[config.mk]
export PLATFORM = sky130hd
export DESIGN_NAME = gate_fault_guard
export DESIGN_NICKNAME = d
export VERILOG_FILES = /design/src/rtl/gfg_pkg.sv /design/src/rtl/gfg_min_pulse.sv /design/src/rtl/gate_fault_guard.sv
export SDC_FILE = /design/constraint.sdc
export NUM_CORES = 1
export LEC_CHECK = 0
export ABC_AREA = 0
export BUFFER_PORTS_ARGS = -buffer_cell sky130_fd_sc_hd__buf_2
export CORE_MARGIN = 3
export CORE_UTILIZATION = 53
export DETAILED_ROUTE_END_ITERATION = 8
export HOLD_SLACK_MARGIN = 0.12
export PLACE_DENSITY = 0.88
export SLEW_MARGIN = 20
export SYNTH_ARGS = -nofsm -noshare
export SYNTH_HDL_FRONTEND = slang
export SYNTH_SLANG_ARGS = --single-unit
[constraint.sdc]
create_clock -name clk -period 3.2 [get_ports clk]
set_clock_uncertainty 0.1 [all_clocks]
set_input_delay 0.48 -clock clk [delete_from_list [all_inputs] [get_ports clk]]
set_output_delay 0.48 -clock clk [all_outputs]
set_load 0.05 [all_outputs]
[src/rtl/gfg_pkg.sv]
// gfg_pkg: shared definitions for gate_fault_guard.
//   - run state encoding, fault cause codes, gate vector bit positions
//   - shoot_through(): any phase with high and low side on together
package gfg_pkg;

  localparam int unsigned GATE_W = 6;

  typedef enum logic [1:0] {
    ST_IDLE     = 2'd0,
    ST_RUN      = 2'd1,
    ST_FAULT    = 2'd2,
    ST_COOLDOWN = 2'd3
  } gfg_state_e;

  localparam logic [1:0] FC_NONE = 2'd0;
  localparam logic [1:0] FC_EXT  = 2'd1;
  localparam logic [1:0] FC_ST   = 2'd2;
  localparam logic [1:0] FC_BOTH = 2'd3;

  localparam int unsigned PH_AH = 5;
  localparam int unsigned PH_AL = 4;
  localparam int unsigned PH_BH = 3;
  localparam int unsigned PH_BL = 2;
  localparam int unsigned PH_CH = 1;
  localparam int unsigned PH_CL = 0;

  function automatic logic shoot_through(input logic [GATE_W-1:0] g);
    return (g[PH_AH] & g[PH_AL]) | (g[PH_BH] & g[PH_BL]) | (g[PH_CH] & g[PH_CL]);
  endfunction

endpackage

[src/rtl/gfg_min_pulse.sv]
// gfg_min_pulse: turn-on delay for one gate line (built only with GFG_MIN_PULSE_EN).
//   clk, rst_n : clock, async active-low reset
//   d          : registered gate line
//   min_pulse  : cycles d must already have been high before q_c rises
//   q_c        : filtered line (combinational); falls together with d
`ifdef GFG_MIN_PULSE_EN
module gfg_min_pulse #(
  parameter int unsigned MINP_W = 5
) (
  input  logic              clk,
  input  logic              rst_n,
  input  logic              d,
  input  logic [MINP_W-1:0] min_pulse,
  output logic              q_c
);

  logic [MINP_W-1:0] high_cnt_q;

  // Length of the current high run of d, saturating so long pulses stay on.
  always_ff @(posedge clk or negedge rst_n) begin
    if (!rst_n) begin
      high_cnt_q <= '0;
    end else if (!d) begin
      high_cnt_q <= '0;
    end else if (high_cnt_q != '1) begin
      high_cnt_q <= high_cnt_q + MINP_W'(1);
    end
  end

  assign q_c = d && (high_cnt_q >= min_pulse);

endmodule
`endif

[src/rtl/gate_fault_guard.sv]
// gate_fault_guard: protection stage between deadtime driver and gate pins.
// Forwards {AH,AL,BH,BL,CH,CL} only in RUN; forces all gates off on
// shoot-through or filtered external fault, latches the cause until clear,
// then waits a restart holdoff.
// Optional feature: define GFG_MIN_PULSE_EN for the per-line turn-on filter.
// Ports:
//   clk, rst_n    : clock, async active-low reset
//   enable        : run request
//   gate_in[5:0]  : gates from deadtime driver (bit 5 = AH)
//   fault_n       : external overcurrent, active-low, asynchronous
//   fault_filt    : consecutive low samples to accept fault (0 acts as 1)
//   holdoff       : cooldown length in cycles
//   min_pulse     : minimum on-time (ignored without GFG_MIN_PULSE_EN)
//   clear         : fault acknowledge
//   gate_out      : protected gates
//   state         : IDLE/RUN/FAULT/COOLDOWN
//   fault_code    : latched cause (1 ext, 2 shoot-through, 3 both)
//   run           : state is RUN
module gate_fault_guard
  import gfg_pkg::*;
#(
  parameter int unsigned FILT_W = 4,
  parameter int unsigned HOLD_W = 16,
  parameter int unsigned MINP_W = 5
) (
  input  logic              clk,
  input  logic              rst_n,
  input  logic              enable,
  input  logic [5:0]        gate_in,
  input  logic              fault_n,
  input  logic [FILT_W-1:0] fault_filt,
  input  logic [HOLD_W-1:0] holdoff,
  input  logic [MINP_W-1:0] min_pulse,
  input  logic              clear,
  output logic [5:0]        gate_out,
  output logic [1:0]        state,
  output logic [1:0]        fault_code,
  output logic              run
);

  gfg_state_e        state_q, state_d;
  logic [GATE_W-1:0] gin_q, gate_f_c, gate_d;
  logic              sync1_q, sync2_q;
  logic [FILT_W-1:0] filt_cnt_q, filt_thr_c;
  logic [HOLD_W-1:0] hold_cnt_q;
  logic              st_flt, ext_flt, fault_c;
  logic [1:0]        code_d;
  logic              run_d;

  // Gate capture and fault_n synchronizer (idle level is "no fault").
  always_ff @(posedge clk or negedge rst_n) begin
    if (!rst_n) begin
      gin_q   <= '0;
      sync1_q <= 1'b1;
      sync2_q <= 1'b1;
    end else begin
      gin_q   <= gate_in;
      sync1_q <= fault_n;
      sync2_q <= sync1_q;
    end
  end

  // Consecutive-low filter on the synchronized fault.
  always_ff @(posedge clk or negedge rst_n) begin
    if (!rst_n) begin
      filt_cnt_q <= '0;
    end else if (sync2_q) begin
      filt_cnt_q <= '0;
    end else if (filt_cnt_q != '1) begin
      filt_cnt_q <= filt_cnt_q + FILT_W'(1);
    end
  end

  assign filt_thr_c = (fault_filt == '0) ? FILT_W'(1) : fault_filt;
  assign ext_flt    = (filt_cnt_q >= filt_thr_c);
  assign st_flt     = shoot_through(gin_q);
  assign fault_c    = st_flt | ext_flt;

`ifdef GFG_MIN_PULSE_EN
  for (genvar i = 0; i < GATE_W; i++) begin : g_min_pulse
    gfg_min_pulse #(.MINP_W(MINP_W)) u_min_pulse (
      .clk       (clk),
      .rst_n     (rst_n),
      .d         (gin_q[i]),
      .min_pulse (min_pulse),
      .q_c       (gate_f_c[i])
    );
  end
`else
  logic min_pulse_unused;
  assign min_pulse_unused = ^min_pulse;
  assign gate_f_c         = gin_q;
`endif

  // State register.
  always_ff @(posedge clk or negedge rst_n) begin
    if (!rst_n) begin
      state_q <= ST_IDLE;
    end else begin
      state_q <= state_d;
    end
  end

  // Next state: faults win over enable; clear is ignored while ext fault persists.
  always_comb begin
    state_d = state_q;
    unique case (state_q)
      ST_IDLE:     if (fault_c) state_d = ST_FAULT;
                   else if (enable) state_d = ST_RUN;
      ST_RUN:      if (fault_c) state_d = ST_FAULT;
                   else if (!enable) state_d = ST_IDLE;
      ST_FAULT:    if (clear && !ext_flt) state_d = ST_COOLDOWN;
      ST_COOLDOWN: if (fault_c) state_d = ST_FAULT;
                   else if (hold_cnt_q == '0) state_d = ST_IDLE;
    endcase
  end

  // Next values of the registered outputs.
  always_comb begin
    gate_d = '0;
    run_d  = (state_d == ST_RUN);
    code_d = fault_code;
    if (state_d == ST_RUN && !fault_c) begin
      gate_d = gate_f_c;
    end
    if (state_d == ST_FAULT && state_q != ST_FAULT) begin
      if (st_flt && ext_flt) code_d = FC_BOTH;
      else if (st_flt)       code_d = FC_ST;
      else                   code_d = FC_EXT;
    end else if (state_q == ST_COOLDOWN && state_d == ST_IDLE) begin
      code_d = FC_NONE;
    end
  end

  // Output registers and restart holdoff counter.
  always_ff @(posedge clk or negedge rst_n) begin
    if (!rst_n) begin
      gate_out   <= '0;
      fault_code <= FC_NONE;
      run        <= 1'b0;
      hold_cnt_q <= '0;
    end else begin
      gate_out   <= gate_d;
      fault_code <= code_d;
      run        <= run_d;
      if (state_q == ST_FAULT && state_d == ST_COOLDOWN) begin
        hold_cnt_q <= holdoff;
      end else if (state_q == ST_COOLDOWN && hold_cnt_q != '0) begin
        hold_cnt_q <= hold_cnt_q - HOLD_W'(1);
      end
    end
  end

  assign state = state_q;

endmodule

==> metrics.txt, run 1 <==
# TYPE chip_impl_metric gauge
chip_impl_metric{name="drc",unit=""} 0
chip_impl_metric{name="power.switching_fraction",unit=""} 0.3446
chip_impl_metric{name="clock_insertion_delay_worst_skew",unit="ps"} 290
chip_impl_metric{name="drtIter0Drc",unit=""} 117
chip_impl_metric{name="nFillCells",unit=""} 281
chip_impl_metric{name="share_seq_of_total_power",unit=""} 0.468
chip_impl_metric{name="syn2layout_area_growth",unit="%"} 19.31
chip_impl_metric{name="numPortBuffers",unit=""} 41
chip_impl_metric{name="setup_total_negative_slack",unit="ps"} 0
chip_impl_info{name="startpoint_type_of_the_worst_setup_path",value="register"} 1
chip_impl_metric{name="design.final.nets",unit=""} 282
chip_impl_info{name="route.top_layer_used",value="met4"} 1
chip_impl_metric{name="maxSlewHeadroom",unit=""} 0.4392
chip_impl_metric{name="ys.warnings.count",unit=""} 0
chip_impl_metric{name="post_cts.repair.setup_buffers",unit=""} 0
chip_impl_metric{name="p_per_area",unit="nW/µm²"} 663.6
chip_impl_info{name="cts_root_buf",value="sky130_fd_sc_hd__clkbuf_8"} 1
chip_impl_info{name="setup_repair_after_global_routing_missed_its_margin",value="false"} 1
chip_impl_metric{name="hpwlAfterDp",unit="mm"} 2.937
chip_impl_metric{name="period_minus_slack",unit="ps"} 2699
chip_impl_metric{name="die_w",unit="µm"} 66.67
chip_impl_metric{name="clk_path_buf_depth",unit=""} 2
chip_impl_metric{name="route.vias.total",unit=""} 1618
chip_impl_metric{name="static-leakage-power",unit="nW"} 1.057
chip_impl_info{name="cp-end-kind",value="register"} 1
chip_impl_metric{name="first_pass_grt_wire_length",unit="mm"} 6.679
chip_impl_metric{name="numCtsBuffers",unit=""} 5
chip_impl_metric{name="detail_route.vias_per_cell",unit=""} 5.638
chip_impl_metric{name="path_clk_slew",unit="ps"} 70
chip_impl_metric{name="antenna_cells",unit=""} 0
chip_impl_metric{name="finalWirelength",unit="mm"} 4.003
chip_impl_metric{name="die-area",unit="µm²"} 4444
chip_impl_metric{name="layout-drive-gt1-share",unit=""} 0.2573
chip_impl_info{name="post-synth-top-area-cell",value="sky130_fd_sc_hd__dfrtp_1"} 1
chip_impl_metric{name="globalplace.congestion",unit=""} 0.8498
chip_impl_metric{name="synth_cell_types",unit=""} 45
chip_impl_metric{name="max_freq",unit="MHz"} 370.6
chip_impl_metric{name="worstMarginPinSlew",unit="ps"} 841.2
chip_impl_metric{name="holdBufCountCts",unit=""} 0
chip_impl_metric{name="finish.utilization",unit=""} 0.6761
chip_impl_metric{name="syn_area",unit="µm²"} 1951
chip_impl_info{name="tritoncts",value="yes"} 1
chip_impl_metric{name="cap_viol_max_count",unit=""} 0
chip_impl_metric{name="ant_nets",unit=""} 0
chip_impl_metric{name="p_switching",unit="W"} 0.0005322
chip_impl_metric{name="route.met2.wl",unit="mm"} 1.984
chip_impl_info{name="synthFlopType",value="sky130_fd_sc_hd__dfrtp_1"} 1
chip_impl_metric{name="power_frac_clock",unit=""} 0.263
chip_impl_metric{name="vdd_ir_drop_max",unit="µV"} 328.0
chip_impl_info{name="hold_class",value="input pin to register"} 1
chip_impl_metric{name="gr-total-overflow",unit=""} 0
chip_impl_info{name="yosys-top-cells-area",value="sky130_fd_sc_hd__dfrtp_1 47%, sky130_fd_sc_hd__ha_1 3.8%, sky130_fd_sc_hd__xnor2_1 3.6%, sky130_fd_sc_hd__nand2_1 2.9%, sky130_fd_sc_hd__nor2_1 2.9%"} 1
chip_impl_metric{name="report.final.slew_viol_count",unit=""} 0
chip_impl_metric{name="num_rows",unit=""} 21
chip_impl_info{name="run_status",value="complete, no violations"} 1
chip_impl_metric{name="die_h",unit="µm"} 66.67
chip_impl_metric{name="final_hold_violations",unit=""} 0
chip_impl_metric{name="wl_met3",unit="µm"} 232
chip_impl_metric{name="synth_nets",unit=""} 237
chip_impl_metric{name="grt_antenna_before_repair",unit=""} 0
chip_impl_metric{name="initial_core_utilization",unit=""} 0.5667
chip_impl_metric{name="cts_h_tree_depth",unit=""} 2
chip_impl_metric{name="critical_path.max_fanout",unit=""} 5
chip_impl_metric{name="yosys.area.top_type_share",unit=""} 0.4747
chip_impl_metric{name="cts_resized",unit=""} 0
chip_impl_metric{name="cts_num_sinks",unit=""} 39
chip_impl_metric{name="m1WireLength",unit="mm"} 1.703
chip_impl_info{name="synth.cells.most_frequent",value="37 x sky130_fd_sc_hd__dfrtp_1, 15 x sky130_fd_sc_hd__nand2_1, 15 x sky130_fd_sc_hd__nor2_1, 11 x sky130_fd_sc_hd__inv_1, 10 x sky130_fd_sc_hd__a21oi_1"} 1
chip_impl_info{name="critical_path_class",value="register to register"} 1
chip_impl_metric{name="synth_edf_count",unit=""} 0
chip_impl_metric{name="syn_inst",unit=""} 195
chip_impl_metric{name="synth.ff_latch_count",unit=""} 39
chip_impl_metric{name="final-setup-viol-count",unit=""} 0
chip_impl_metric{name="power.internal",unit="W"} 0.001012
chip_impl_metric{name="critical_path_required",unit="ps"} 3270
chip_impl_metric{name="detailedRoute.firstPassIterationCount",unit=""} 4
chip_impl_metric{name="number_of_global_route_vias_before_repair",unit=""} 1558
chip_impl_metric{name="route.detailed.wl_per_inst",unit="µm"} 13.95
chip_impl_metric{name="ys_seq_area_frac",unit=""} 0.5016
chip_impl_metric{name="floorplan.core_area",unit="µm²"} 3442
chip_impl_metric{name="syn-mean-instance-area",unit="µm²"} 10.00
chip_impl_metric{name="fraction_of_registers_with_async_set_reset",unit=""} 1.000
chip_impl_metric{name="globalRouteTotalUtil",unit=""} 0.2017
chip_impl_metric{name="p_comb_frac",unit=""} 0.269
chip_impl_info{name="synthMostInstantiatedCell",value="sky130_fd_sc_hd__dfrtp_1"} 1
chip_impl_metric{name="num_io_pins",unit=""} 47
chip_impl_metric{name="pin_count_of_the_biggest_net_entering_global_routing",unit=""} 40
chip_impl_metric{name="worst-endpoint-arrival",unit="ps"} 2770
chip_impl_metric{name="post_route_clock_period_utilization",unit=""} 0.8433
[flip-flops by register name, summed over array words and instances, names as in the netlist]
| signal | count |
|---|---|
| sync1_q | 1 |
| gate_f_c | 6 |
| gate_out | 6 |
| hold_cnt_q | 16 |
| state | 2 |
| run | 1 |
| fault_code | 2 |
| sync2_q | 1 |
| filt_cnt_q | 4 |
[power groups by stage]
stage	logic [W]	clock network, W	registers [W]
floorplan	0.000289	0	0.000729
global placement	0.000399	0	0.000721
detailed placement	0.000413	0	0.000730
CTS	0.000417	0.000417	0.000720
global route	0.000463	0.000435	0.000740
finish	0.000415	0.000406	0.000723
[cells by family after synthesis]
| logic type | after synthesis | synth area share |
|---|---|---|
| fa+ha+maj | 6 | 0.03849 |
| buf+inv | 18 | 0.03592 |
| xor+xnor | 8 | 0.03592 |
| simple gates | 81 | 0.2348 |
| compound gates | 40 | 0.1354 |
| flops | 39 | 0.5016 |
| mux | 3 | 0.01796 |
[cell usage in the layout (no fill, tap or decap), drive strengths merged, types with 3 or more instances in the layout]
master,n
nor3,7
inv,11
nor2,15
nand2,15
o211ai,7
o21ai,8
nor4,8
buf,45
clkbuf,5
nand3,6
a211o,3
or4,6
xnor2,8
or3,3
dfrtp,37
a21oi,10
ha,6
and2,7
[path summary, 6_finish.rpt]
path,start,end,slack (ps),cells past startpoint
max in group asynchronous,rst_n,hold_cnt_q[10]$_DFFE_PN0P_,2290,1
setup reg to reg,hold_cnt_q[0]$_DFFE_PN0P_,hold_cnt_q[14]$_DFFE_PN0P_,500,7
setup / recovery,hold_cnt_q[0]$_DFFE_PN0P_,hold_cnt_q[14]$_DFFE_PN0P_,500,7
hold / removal,fault_n,sync1_q$_DFF_PN1_,180,1
min in group asynchronous,rst_n,filt_cnt_q[3]$_DFFE_PN0P_,190,1
hold reg to reg,sync1_q$_DFF_PN1_,sync2_q$_DFF_PN1_,250,0
[layout make-up]
cell class	count	area, µm²	share of cell area
well taps	46	57.56	0.02473
inverters	11	41.29	0.01774
clock buffers	5	68.82	0.02957
clock inverters	3	43.79	0.01882
flip-flops and latches	39	978.4	0.4204
repair buffers	45	235.2	0.1011
multi-input cells	138	902.1	0.3876
[worst max-delay path, cell delays in order (launching register included)]
cell and delay, ps:
sky130_fd_sc_hd__dfrtp_1 420, sky130_fd_sc_hd__inv_1 70, sky130_fd_sc_hd__ha_1 200, sky130_fd_sc_hd__or3b_1 450, sky130_fd_sc_hd__or4_1 550, sky130_fd_sc_hd__or4_1 520, sky130_fd_sc_hd__o211ai_1 170, sky130_fd_sc_hd__o211ai_1 110
[per-stage QoR]
step	cell area (µm²)	hold slack, ps	total power (W)	cells	setup WS (ps)
2_1_floorplan	1951	84.41	0.001018	195	685.6
3_3_place_gp	2215	245.7	0.001120	279	537.6
3_5_place_dp	2215	247.2	0.001143	279	532.0
4_1_cts	2327	171.4	0.001555	287	514.3
5_1_grt	2327	172.7	0.001638	287	375.7
6_report	2327	181.4	0.001544	287	501.4
[layer usage]
metal,vias up,global-route usage
li1,797,-
met1,768,0.2383
met2,44,0.3441
met3,9,0.05059
met4,0,0.08883
met5,-,0
No activity file was read; power rests on OpenSTA's default activity.
==> run 2: changes to the inputs <==
- clock period: 3.2 -> 2.7 ns (I/O delays scaled with it)
==> run 2 against run 1 <==
Net effect:
- register-to-register slack lost 460 ps
- cell area rose by 4.8%
- clock-buffer cell count unchanged
- via count up 3.8%
==> metrics.txt, run 2 (synthesis gave the netlist of run 1 again) <==
# TYPE chip_impl_metric gauge
chip_impl_metric{name="globalplace.congestion",unit=""} 0.8236
chip_impl_metric{name="floorplan.core_area",unit="µm²"} 3442
chip_impl_info{name="layout.cells.most_common",value="sky130_fd_sc_hd__buf_2"} 1
chip_impl_metric{name="p_per_area",unit="nW/µm²"} 742.9
chip_impl_info{name="worst_r2r_startpoint",value="hold_cnt_q[0]$_DFFE_PN0P_"} 1
chip_impl_metric{name="post_route_clock_period_utilization",unit=""} 0.9857
chip_impl_metric{name="worstMarginPinSlew",unit="ps"} 837.4
chip_impl_info{name="cts_root_buf",value="sky130_fd_sc_hd__clkbuf_8"} 1
chip_impl_metric{name="cp_slowest_stage_delay",unit="ps"} 510
chip_impl_metric{name="critPathBufInv",unit=""} 1
chip_impl_info{name="cp-end-kind",value="register"} 1
chip_impl_metric{name="layout-drive-gt1-share",unit=""} 0.2863
chip_impl_metric{name="gr-total-overflow",unit=""} 0
chip_impl_metric{name="numCtsBuffers",unit=""} 5
chip_impl_metric{name="maxSlewHeadroom",unit=""} 0.4417
chip_impl_metric{name="num_rows",unit=""} 21
chip_impl_metric{name="drc",unit=""} 0
chip_impl_info{name="tritoncts",value="yes"} 1
chip_impl_metric{name="route.detailed.wl_per_inst",unit="µm"} 14.76
chip_impl_metric{name="reg2reg_slack",unit="ps"} 40
chip_impl_info{name="startpoint_type_of_the_worst_setup_path",value="register"} 1
chip_impl_metric{name="critical_path_required",unit="ps"} 2770
chip_impl_info{name="worstSetupEndpoint",value="hold_cnt_q[14]$_DFFE_PN0P_"} 1
chip_impl_metric{name="final_hold_violations",unit=""} 0
chip_impl_metric{name="grt_antenna_before_repair",unit=""} 0
chip_impl_metric{name="antenna_cells",unit=""} 0
chip_impl_metric{name="design.final.nets",unit=""} 296
chip_impl_metric{name="die-area",unit="µm²"} 4444
chip_impl_metric{name="cts_h_tree_depth",unit=""} 2
chip_impl_metric{name="finalWirelength",unit="mm"} 4.443
chip_impl_metric{name="clock_insertion_delay_worst_skew",unit="ps"} 290
chip_impl_metric{name="critical_path.max_fanout",unit=""} 5
chip_impl_metric{name="period_minus_slack",unit="ps"} 2661
chip_impl_metric{name="num_io_pins",unit=""} 47
chip_impl_info{name="r2r-end",value="hold_cnt_q[14]$_DFFE_PN0P_"} 1
chip_impl_info{name="layout.cells.most_common_list",value="41 x sky130_fd_sc_hd__buf_2, 37 x sky130_fd_sc_hd__dfrtp_1, 15 x sky130_fd_sc_hd__nand2_1, 15 x sky130_fd_sc_hd__nor2_1"} 1
chip_impl_info{name="critical_path.top_delay_family",value="simple AND/OR/NAND/NOR gates"} 1
chip_impl_metric{name="ff2ff_path_depth",unit=""} 7
chip_impl_metric{name="ant_nets",unit=""} 0
chip_impl_metric{name="detailedRoute.firstPassIterationCount",unit=""} 4
chip_impl_info{name="critical_path_class",value="register to register"} 1
chip_impl_metric{name="vdd_ir_drop_max",unit="µV"} 321.1
chip_impl_metric{name="hpwlAfterDp",unit="mm"} 2.972
chip_impl_metric{name="max_ffs_per_register",unit=""} 16
chip_impl_metric{name="route.vias.total",unit=""} 1679
chip_impl_metric{name="static-leakage-power",unit="nW"} 1.106
chip_impl_info{name="hold_class",value="input pin to async pin"} 1
chip_impl_metric{name="drtIter0Drc",unit=""} 147
chip_impl_info{name="register_with_the_highest_flop_count",value="hold_cnt_q"} 1
chip_impl_metric{name="setup_total_negative_slack",unit="ps"} 0
chip_impl_metric{name="number_of_global_route_vias_before_repair",unit=""} 1671
chip_impl_metric{name="die_w",unit="µm"} 66.67
chip_impl_metric{name="final-setup-viol-count",unit=""} 0
chip_impl_metric{name="worst-endpoint-arrival",unit="ps"} 2730
chip_impl_metric{name="numPortBuffers",unit=""} 41
chip_impl_metric{name="pin_count_of_the_biggest_net_entering_global_routing",unit=""} 40
chip_impl_metric{name="max_freq",unit="MHz"} 375.8
chip_impl_metric{name="syn2layout_area_growth",unit="%"} 25.02
chip_impl_metric{name="globalRouteTotalUtil",unit=""} 0.2203
chip_impl_metric{name="cap_viol_max_count",unit=""} 0
chip_impl_metric{name="clk_path_buf_depth",unit=""} 2
chip_impl_metric{name="die_h",unit="µm"} 66.67
chip_impl_info{name="timing.critical_path.cells",value="inv_1, ha_2, or3b_4, or4_4, or4_4, o211ai_1, o211ai_1"} 1
chip_impl_info{name="cp-startpoint",value="hold_cnt_q[0]$_DFFE_PN0P_"} 1
chip_impl_info{name="run_status",value="complete, no violations"} 1
chip_impl_metric{name="first_pass_grt_wire_length",unit="mm"} 7.348
chip_impl_metric{name="cts_num_sinks",unit=""} 39
chip_impl_metric{name="detail_route.vias_per_cell",unit=""} 5.578
chip_impl_metric{name="path_clk_slew",unit="ps"} 80
chip_impl_metric{name="timing.critical_path.depth",unit=""} 7
chip_impl_info{name="cp_slowest_cell",value="sky130_fd_sc_hd__or4_4"} 1
chip_impl_metric{name="initial_core_utilization",unit=""} 0.5667
chip_impl_metric{name="total_power",unit="W"} 0.001812
chip_impl_metric{name="report.final.slew_viol_count",unit=""} 0
run 2: changes by cell type in the layout (fill, tap and decap cells not counted), moves of 2 or more:
cell,previous run,this run
sky130_fd_sc_hd__clkinvlp_4,0,2
sky130_fd_sc_hd__buf_4,4,11
sky130_fd_sc_hd__or4_1,3,1
sky130_fd_sc_hd__or4_4,3,5
sky130_fd_sc_hd__dlygate4sd3_1,0,7
run 2: through the flow:
step | hold WS (ps) | instance area, µm² | cells | util | setup slack [ps]
after global routing | 186.3 | 2439 | 301 | 0.7085 | -14.68
after CTS | 134.3 | 2411 | 299 | 0.7005 | 67.29
after global placement | 245.6 | 2252 | 284 | 0.6543 | 160.5
final | 112.0 | 2439 | 301 | 0.7085 | 38.70
after floorplan | 9.409 | 1951 | 195 | - | 185.6
after detailed placement | 247.2 | 2252 | 284 | 0.6543 | 95.77
run 2: metal layers:
layer  routed length, µm  global-route usage  vias to the layer above
li1                    -                   -                      823
met1                1847              0.2739                      780
met2                2257              0.3601                       67
met3                 242             0.04553                        9
met4                  95              0.1117                        0
met5                   0                   0                        -
run 2: final cells by class:
type | count | area (µm²)
Fill cell | 271 | 1003
Sequential cell | 39 | 978.4
Multi-Input combinational cell | 138 | 914.6
Timing Repair Buffer | 59 | 357.8
Clock buffer | 5 | 68.82
Tap cell | 46 | 57.56
Inverter | 11 | 41.29
Clock inverter | 3 | 20.02
run 2: how the worst min path moves through the flow:
stage	end	cells past startpoint	slack, ps	startpoint
after global routing	filt_cnt_q[3]$_DFFE_PN0P_	1	190	rst_n
after detailed placement	sync2_q$_DFF_PN1_	0	250	sync1_q$_DFF_PN1_
after CTS	hold_cnt_q[3]$_DFFE_PN0P_	1	130	rst_n
after floorplan	fault_code[0]$_DFFE_PN0P_	0	9	rst_n
final	filt_cnt_q[3]$_DFFE_PN0P_	1	110	rst_n
after global placement	sync2_q$_DFF_PN1_	0	250	sync1_q$_DFF_PN1_
run 2: where the power goes:
part / leakage [nW] / total, W / switching [W] / internal (W)
clock: 0.0402 / 0.000387 / 0.000208 / 0.000180
sequential: 0.476 / 0.000868 / 0.000161 / 0.000707
combinational: 0.590 / 0.000557 / 0.000294 / 0.000263
total: 1.11 / 0.00181 / 0.000663 / 0.00115
run 2: timing repair:
action	in CTS	in global routing
resized for setup	0	4
endpoints found under the hold margin	7	0
endpoints found under the setup margin	0	2
buffers inserted	0	2
hold buffers	7	0
